File: src/rtl/player_controller.sv
// rtl/player_controller.sv - player sprite position, facing and attack FSM
// Frame ticks come from a synchronised frame_clk rising edge; all game state advances once per tick.
module player_controller #(
  parameter logic [9:0]  X_START    = 10'd304,
  parameter logic [9:0]  Y_START    = 10'd224,
  parameter logic [9:0]  X_MAX      = 10'd608,
  parameter logic [9:0]  Y_MAX      = 10'd448,
  parameter logic [9:0]  STEP       = 10'd2,
  parameter int unsigned ATK_FRAMES = 16
) (
  input  logic       Clk,
  input  logic       Reset,
  input  logic       frame_clk,
  input  logic [7:0] keycode,
  output logic [9:0] Player_X,
  output logic [9:0] Player_Y,
  output logic [1:0] facing,
  output logic       attacking
);
  localparam int CW = $clog2(ATK_FRAMES + 1);
  localparam logic [7:0] KEY_UP = 8'h1A, KEY_DOWN = 8'h16, KEY_LEFT = 8'h04,
                         KEY_RIGHT = 8'h07, KEY_SPACE = 8'h2C;

  typedef enum logic [1:0] {IDLE, WALK, ATTACK} state_t;

  logic          sync1_q, sync2_q, sync3_q, vld_q, primed_q;
  logic          sync1_d, sync2_d, sync3_d, vld_d, primed_d;
  logic [9:0]    x_q, y_q, x_d, y_d;
  logic [1:0]    facing_q, facing_d;
  state_t        state_q, state_d;
  logic [CW-1:0] atk_cnt_q, atk_cnt_d;
  logic          armed_q, armed_d, attacking_q, attacking_d;

  logic          frame_tick, is_move, do_move;
  logic [1:0]    dir;
  logic [10:0]   x_w, y_w, step_w;

  always_comb begin
    sync1_d = frame_clk;
    sync2_d = sync1_q;
    sync3_d = sync2_q;
    vld_d   = 1'b1;
    // A level that was already high when reset released must go low before it can count as an edge.
    primed_d   = primed_q | (vld_q & ~sync1_q);
    frame_tick = sync2_q & ~sync3_q & primed_q;

    is_move = 1'b1;
    dir     = facing_q;
    case (keycode)
      KEY_UP:    dir = 2'b00;
      KEY_DOWN:  dir = 2'b01;
      KEY_LEFT:  dir = 2'b10;
      KEY_RIGHT: dir = 2'b11;
      default:   is_move = 1'b0;
    endcase

    x_d         = x_q;
    y_d         = y_q;
    facing_d    = facing_q;
    state_d     = state_q;
    atk_cnt_d   = atk_cnt_q;
    armed_d     = armed_q;
    do_move     = 1'b0;

    if (frame_tick) begin
      if (keycode != KEY_SPACE) armed_d = 1'b1;
      if (state_q == ATTACK) begin
        if (atk_cnt_q != '0) begin
          atk_cnt_d = atk_cnt_q - 1'b1;
        end else begin
          do_move = is_move;
          state_d = is_move ? WALK : IDLE;
        end
      end else if (keycode == KEY_SPACE && armed_q) begin
        state_d   = ATTACK;
        atk_cnt_d = CW'(ATK_FRAMES - 1);
        armed_d   = 1'b0;
      end else begin
        do_move = is_move;
        state_d = is_move ? WALK : IDLE;
      end
    end

    x_w    = {1'b0, x_q};
    y_w    = {1'b0, y_q};
    step_w = {1'b0, STEP};
    if (do_move) begin
      facing_d = dir;
      case (dir)
        2'b00:   y_d = (y_w < step_w) ? 10'd0 : 10'(y_w - step_w);
        2'b01:   y_d = (y_w + step_w > {1'b0, Y_MAX}) ? Y_MAX : 10'(y_w + step_w);
        2'b10:   x_d = (x_w < step_w) ? 10'd0 : 10'(x_w - step_w);
        default: x_d = (x_w + step_w > {1'b0, X_MAX}) ? X_MAX : 10'(x_w + step_w);
      endcase
    end

    attacking_d = (state_d == ATTACK);
  end

  always_ff @(posedge Clk) begin
    if (Reset) begin
      sync1_q     <= 1'b0;
      sync2_q     <= 1'b0;
      sync3_q     <= 1'b0;
      vld_q       <= 1'b0;
      primed_q    <= 1'b0;
      x_q         <= X_START;
      y_q         <= Y_START;
      facing_q    <= 2'b01;
      state_q     <= IDLE;
      atk_cnt_q   <= '0;
      armed_q     <= 1'b1;
      attacking_q <= 1'b0;
    end else begin
      sync1_q     <= sync1_d;
      sync2_q     <= sync2_d;
      sync3_q     <= sync3_d;
      vld_q       <= vld_d;
      primed_q    <= primed_d;
      x_q         <= x_d;
      y_q         <= y_d;
      facing_q    <= facing_d;
      state_q     <= state_d;
      atk_cnt_q   <= atk_cnt_d;
      armed_q     <= armed_d;
      attacking_q <= attacking_d;
    end
  end

  assign Player_X  = x_q;
  assign Player_Y  = y_q;
  assign facing    = facing_q;
  assign attacking = attacking_q;
endmodule
File: config.mk
export PLATFORM = sky130hd
export DESIGN_NAME = player_controller
export DESIGN_NICKNAME = d
export VERILOG_FILES = /design/src/rtl/player_controller.sv
export SDC_FILE = /design/constraint.sdc
export NUM_CORES = 1
export LEC_CHECK = 0
export ABC_AREA = 0
export BUFFER_PORTS_ARGS = -buffer_cell sky130_fd_sc_hd__buf_2
export CORE_ASPECT_RATIO = 0.9
export CORE_MARGIN = 10
export CORE_UTILIZATION = 58
export DETAILED_ROUTE_END_ITERATION = 7
export PLACE_DENSITY = 0.86
export SETUP_SLACK_MARGIN = 0.05
export SLEW_MARGIN = 5
export SYNTH_ARGS = -nofsm -noshare
export SYNTH_HDL_FRONTEND = slang
export SYNTH_SLANG_ARGS = --single-unit
File: constraint.sdc
create_clock -name Clk -period 2.65 [get_ports Clk]
set_clock_uncertainty 0.2 [all_clocks]
set_input_delay 0 -clock Clk [delete_from_list [all_inputs] [get_ports Clk]]
set_output_delay 0 -clock Clk [all_outputs]
set_load 0.005 [all_outputs]
==> key figures, run 1 <==
GRT
  • GRT Overall Usage: 0.183
  • First-pass GRT wire length: ~12 mm
  • Initial antenna violation count: 0
  • Number of global-route vias before repair: between 2000 and 3000
  • Grt total ovfl: 0
  • Largest net degree at the start of global routing: 30

Worst hold path
  • Worst Hold Class: primary input to flip-flop

Synth
  • Syn. warnings: 0
  • Synth Area per Inst: roughly 7.4 sq um
  • Async S/R FF share, synth: 0
  • Largest area contributor in the netlist: dfxtp_1
  • Top FF cell, synth: dfxtp_1
  • #FFs+latches synth: 34
  • Synth area leaders: dfxtp_1 26%, nor2_1 4.9%, a21oi_1 4.8%
  • Synthesized cell area: around 2600 sq um
  • Synth Instances: between 300 and 400
  • Unique cell type count in the Yosys netlist: between 70 and 80
  • Seq/Total Area, Yosys: 0.259
  • Post-synth EDFFs: 0
  • Area share of the largest cell type after synthesis: 0.259

Detailed routing
  • Via/cell ratio: roughly 6.5
  • Drt drc: 0
  • WL final: approximately 7.6 mm
  • DRT iter0 DRCs: between 300 and 400
  • Antenna-violating nets left: 0
  • Drt wl/cell: roughly 17 um
  • Via count: roughly 3000
  • DRT Pass-1 Iters: 6

Worst setup path
  • CP max-delay cell: or4_4
  • Crit path buf inv count: 0
  • Crit-path max FO: 5
  • Nature of the critical path startpoint: flip-flop
  • Arrival @ worst endpoint: around 2.6 ns
  • Ordered cell list for the critical path: or3_4 > or4_4 > nor4_4 > or2_4 > o21ai_0 > a221o_1
  • Critical path type: flip-flop to flip-flop
  • Slowest stage delay, CP: 0.47 ns
  • Required time of the worst setup path: between 2 and 3 ns
  • Element type at the critical path end: flip-flop
  • Crit-path leading delay family: simple AND/OR/NAND/NOR gates

Final layout
  • Share of cells above drive strength 1: 0.236
  • Design Area, Final: around 3100 sq um
  • Antenna diodes: 0
  • Most frequent cells in the layout: 33 x nor2_1, 31 x buf_2, 29 x dfxtp_1, 29 x nand2_1
  • Util after Layout: 0.705
  • Finished Layout Cells: approximately 460
  • P&R area growth vs syn: 18.7%
  • Final net count: 410
  • Commonest non-fill, non-tap cell in the layout: nor2_1

Power
  • Max IR drop VDD: between 0.3 and 0.4 mV
  • Pleak: around 1.2 nW
  • Power per cell area: around 310 nW/um^2
  • Pwr Total: ~980 uW

Clocking
  • Num CTS Buffers: 5
  • Max Buffers Root-to-Sink: 2
  • Reg clk slew, reported paths: about 0.070 ns
  • Clock sinks: 34
  • Max H-tree Level: 2
  • Clock tree root buffer cell: clkbuf_8
  • CTS tree: yes
  • Worst-skew pair later-pin latency: 0.30 ns

Timing
  • Setup WS post-layout: between 0.05 and 0.06 ns
  • RSZ-0062 raised after global routing: true
  • Endpoints failing setup: 0
  • Relative slew slack: 0.454
  • Final hold vios: 0
  • Final Cycle Share: 0.979
  • Max-slew violations: 0
  • Min Tclk post-route: about 2.6 ns
  • Worst slew pin tran: 0.808 ns
  • Fmax achieved: 385 MHz

Placed design
  • Port buffer count: 31
  • # placed instances: ~440
  • DP Area: just under 3000 sq um
  • Pre-CTS WS: between 0.03 and 0.04 ns
  • Dpl hpwl: ~5.2 mm
  • Routability Congestion: between 0.8 and 0.9

Floorplan
  • I/O pins: 34
  • # rows: 23
  • Die Width: between 90 and 100 um
  • Die H: approximately 84 um
  • Total die area: 7630 sq um
  • Core region area: between 4000 and 5000 sq um
  • Initial Utilization: 0.593

Job
  • Max_cap viols: 0

Status
  • Status: finished, final reports clean
[worst reg2reg max path, delay by kind of cell, from the launching register on]
family             cells  cell delay (ns)
DFF                    1             0.35
AOI/OAI and AO/OA      2             0.40
and+or+nand+nor        4             1.55
[final timing paths]
| kind | from | endpoint | depth (start not counted) | slack, ns |
|---|---|---|---|---|
| max | Player_X[1]$_SDFFE_PP0P_ | Player_X[5]$_SDFFE_PP1P_ | 6 | 0.06 |
| min | keycode[7] | Player_Y[5]$_SDFFE_PP1P_ | 4 | 0.03 |
| max reg2reg | Player_X[1]$_SDFFE_PP0P_ | Player_X[5]$_SDFFE_PP1P_ | 6 | 0.06 |
| min reg2reg | sync1_q$_SDFF_PP0_ | sync2_q$_SDFF_PP0_ | 2 | 0.24 |
[report_power, final]
group / internal [mW] / switching, mW / leakage, nW
combinational: 0.0223 / 0.0363 / 0.849
clock: 0.209 / 0.196 / 0.0472
sequential: 0.515 / 0.00266 / 0.277
[area by class of cell]
cell class	instances	area, sq um
multi-input cells	278	1810
fillers	351	1310
flip-flops and latches	34	689
repair buffers	59	393
clock buffers	6	82.6
well taps	62	77.6
inverters	15	56.3
clock inverters	2	12.5
[through the flow]
step | hold slack, ns | setup TNS [ns]
final | 0.0348 | 0
after global routing | 0.0577 | -0.0584
after CTS | 0.0706 | 0
after detailed placement | 0.0266 | 0
after global placement | 0.00945 | 0
after floorplan | -0.0735 | 0
[logic make-up (layout without fill, tap and decap cells)]
logic type | count (synthesis) | after routing | synth area share
AOI/OAI and AO/OA | 102 | 102 | 0.265
xor gates and xnor gates | 11 | 11 | 0.0366
adders and majority gates | 6 | 6 | 0.0285
buffers and inverters | 43 | 82 | 0.0690
DFF | 34 | 34 | 0.259
muxes | 6 | 6 | 0.0238
other | 1 | 2 | 0.00143
and+or+nand+nor | 151 | 151 | 0.317
[layer usage]
layer	vias to the layer above	share of wire	track usage
li1	1380	-	-
met1	1365	0.41	0.235
met2	199	0.45	0.287
met3	32	0.12	0.0558
met4	0	0.020	0.0512
met5	-	0	0
[registers in the layout, summed over array words and instances (netlist names)]
name and flops:
Player_X 9, Player_Y 9, armed_q 1, atk_cnt_q 5, attacking 1, facing 2, primed_q 1, state_q 2
sync1_q 1, sync2_q 1, sync3_q 1, vld_q 1
[cell usage after synthesis (all sizes together) (3+ instances only)]
| master | count |
|---|---|
| a211o | 3 |
| a211oi | 4 |
| a21oi | 25 |
| a221o | 3 |
| a31oi | 7 |
| a32oi | 3 |
| and2 | 6 |
| and3 | 3 |
| and4 | 3 |
| buf | 9 |
| clkbuf | 19 |
| dfxtp | 34 |
| ha | 6 |
| inv | 14 |
| mux2i | 4 |
| nand2 | 30 |
| nand2b | 6 |
| nand3 | 12 |
| nand4 | 6 |
| nor2 | 34 |
| nor2b | 6 |
| nor3 | 11 |
| nor4 | 5 |
| nor4b | 4 |
| o21ai | 27 |
| o22ai | 3 |
| o31ai | 5 |
| or2 | 4 |
| or3 | 4 |
| or4 | 6 |
| xnor2 | 5 |
| xor2 | 6 |
[timing repair]
action | in CTS | in global routing
setup endpoints to repair | 2 | 12
pin swaps | 0 | 2
resized for setup | 1 | 16
endpoints found under the hold margin | 7 | 0
cloned | 0 | 0
hold buffers | 5 | 0
setup buffers | 0 | 2
No activity file was read; power rests on OpenSTA's default activity.
==> run 2: changes to the inputs <==
Settings changed: CTS_BUF_LIST set to sky130_fd_sc_hd__clkbuf_16.
==> run 2 against run 1 <==
Cell count up 0.44%; routed wire length up 0.61%; clock-buffer cell count decreased by 1; highest routed layer unchanged.
==> key figures, run 2 (same netlist as run 1, synthesis figures left out) <==
Status
  • Status: finished, final reports clean (unchanged)

Floorplan
  • # rows: 23 (unchanged)
  • Total die area: 7630 sq um (unchanged)
  • I/O pins: 34 (unchanged)
  • Die H: 83.9 um (unchanged)
  • Core region area: 4430 sq um (unchanged)
  • Initial Utilization: 0.593 (unchanged)
  • Die Width: 91.0 um (unchanged)

Final layout
  • Antenna diodes: 0 (unchanged)
  • P&R area growth vs syn: 21.3% (was 18.7%)
  • Most frequent cells in the layout: 33 x nor2_1, 31 x buf_2, 29 x dfxtp_1, 29 x nand2_1, 25 x a21oi_1 (was 33 x nor2_1, 31 x buf_2, 29 x dfxtp_1, 29 x nand2_1)
  • Share of cells above drive strength 1: 0.237 (was 0.236)
  • Commonest non-fill, non-tap cell in the layout: nor2_1 (unchanged)
  • Multi-input gate area: 1820 sq um (was 1810 sq um)
  • FF/Latch Area: 689 sq um (unchanged)
  • Finished Layout Cells: 458 (was 456)
  • Filler cells: 336 (was 351)
  • Final net count: 412 (was 410)

Detailed routing
  • Via/cell ratio: 6.36 (was 6.53)
  • Drt wl/cell: 16.7 um (about the same)
  • Antenna-violating nets left: 0 (unchanged)
  • Via count: 2914 (was 2976)
  • DRT iter0 DRCs: 346 (was 343)
  • Drt drc: 0 (unchanged)
  • WL final: 7.64 mm (was 7.59 mm)
  • DRT Pass-1 Iters: 6 (unchanged)

Worst setup path
  • Slowest stage delay, CP: 0.47 ns (about the same)
  • Critical path type: flip-flop to flip-flop (unchanged)
  • Nature of the critical path startpoint: flip-flop (unchanged)
  • Crit path buf inv count: 0 (unchanged)
  • Crit-path max FO: 5 (unchanged)
  • Element type at the critical path end: flip-flop (unchanged)
  • Arrival @ worst endpoint: 2.56 ns (was 2.58 ns)
  • Reg2reg setup slack: 0.05 ns (was 0.06 ns)
  • Crit-path leading delay family: simple AND/OR/NAND/NOR gates (unchanged)
  • Ordered cell list for the critical path: or3_4 > or4_4 > nor4_4 > nor4_2 > nor2_1 > a31oi_1 > a221o_1 (was or3_4 > or4_4 > nor4_4 > or2_4 > o21ai_0 > a221o_1)
  • CP max-delay cell: or4_4 (unchanged)
  • Required time of the worst setup path: 2.61 ns (was 2.63 ns)

Timing
  • Relative slew slack: 0.523 (was 0.454)
  • RSZ-0062 raised after global routing: true (unchanged)
  • Setup TNS: 0 ns (unchanged)
  • Max-slew violations: 0 (unchanged)
  • Final hold vios: 0 (unchanged)
  • Final Cycle Share: 0.980 (was 0.979)
  • Min Tclk post-route: 2.60 ns (was 2.59 ns)
  • Endpoints failing setup: 0 (unchanged)
  • Worst slew pin tran: 0.706 ns (was 0.808 ns)
  • Fmax achieved: 385 MHz (about the same)

GRT
  • Number of global-route vias before repair: 2660 (was 2624)
  • Grt total ovfl: 0 (unchanged)
  • Initial antenna violation count: 0 (unchanged)
  • GRT Overall Usage: 0.188 (was 0.183)
  • Largest net degree at the start of global routing: 30 (unchanged)
  • First-pass GRT wire length: 12.4 mm (was 12.2 mm)

Power
  • Power per cell area: 356 nW/um^2 (was 314 nW/um^2)
  • Pleak: 1.20 nW (was 1.17 nW)
  • Max IR drop VDD: 0.520 mV (was 0.389 mV)

Clocking
  • Num CTS Buffers: 5 (unchanged)
  • Clock tree root buffer cell: clkbuf_16 (was clkbuf_8)
  • Worst-skew pair later-pin latency: 0.28 ns (was 0.30 ns)
  • Reg clk slew, reported paths: 0.05 ns (was 0.07 ns)
  • CTS tree: yes (unchanged)
  • Max Buffers Root-to-Sink: 2 (unchanged)
  • Clock sinks: 34 (unchanged)
  • Max H-tree Level: 2 (unchanged)

Placed design
  • Port buffer count: 31 (unchanged)
  • # placed instances: 441 (unchanged)
  • Dpl hpwl: 5.19 mm (unchanged)
  • Routability Congestion: 0.890 (unchanged)

Job
  • Max_cap viols: 0 (unchanged)

Worst hold path
  • Worst Hold Class: primary input to flip-flop (unchanged)
## run 2: cell types whose count changed in the layout (fill, tap and decap cells not counted), sizes merged
cell          before  now
buf               54   56
clkbuf             6    5
clkinv             2    3
dlygate4sd3        4    5
dlymetal6s4s       1    0
## run 2: worst paths after layout
kind / from / endpoint / cells past startpoint
worst max-delay path: Player_X[1]$_SDFFE_PP0P_ / Player_X[5]$_SDFFE_PP1P_ / 7
worst min-delay path: keycode[7] / Player_Y[5]$_SDFFE_PP1P_ / 4
worst min register to register: sync1_q$_SDFF_PP0_ / sync2_q$_SDFF_PP0_ / 2
worst max register to register: Player_X[1]$_SDFFE_PP0P_ / Player_X[5]$_SDFFE_PP1P_ / 7
## run 2: worst register-to-register path, cell delays in order, from the launching register on
cell and delay [ns]:
dfxtp_2 0.34, or3_4 0.40, or4_4 0.47, nor4_4 0.44, nor4_2 0.09, nor2_1 0.12, a31oi_1 0.06, a221o_1 0.37
## run 2: layout make-up
| type | count | area share |
|---|---|---|
| Multi-Input combinational cell | 278 | 0.571 |
| Inverter | 15 | 0.0176 |
| Tap cell | 62 | 0.0243 |
| Clock inverter | 3 | 0.00510 |
| Sequential cell | 34 | 0.216 |
| Clock buffer | 5 | 0.0392 |
| Timing Repair Buffer | 61 | 0.127 |
## run 2: timing repair
item	CTS	global route
gates cloned	0	0
pin swaps	0	4
hold endpoints to repair	4	0
buffers inserted	0	4
hold buffers	5	0
endpoints found under the setup margin	2	15
gates resized for setup	1	17
## run 2: stage by stage
stage	total power, mW	util	hold WS (ns)	area [sq um]	worst slack, ns
detailed placement	0.579	0.654	0.0266	2900	0.0381
finish	1.14	0.720	0.0650	3190	0.0524
floorplan	0.559	-	-0.0735	2630	0.254
global route	1.17	0.720	0.0885	3190	0.00497
global placement	0.577	0.654	0.00945	2900	0.111
CTS	1.13	0.698	0.0886	3090	0.0754
## run 2: layer usage
layer | wire length, um | vias up | track usage
li1 | - | 1386 | -
met3 | 787 | 18 | 0.0621
met2 | 3500 | 167 | 0.298
met1 | 3210 | 1343 | 0.235
met5 | 0 | - | 0
met4 | 142 | 0 | 0.0597
## run 2: power by group
group / internal (mW) / switching, mW / total [mW]
Sequential: 0.516 / 0.00271 / 0.518
Combinational: 0.0232 / 0.0376 / 0.0608
Clock: 0.342 / 0.215 / 0.557
Total: 0.881 / 0.255 / 1.14
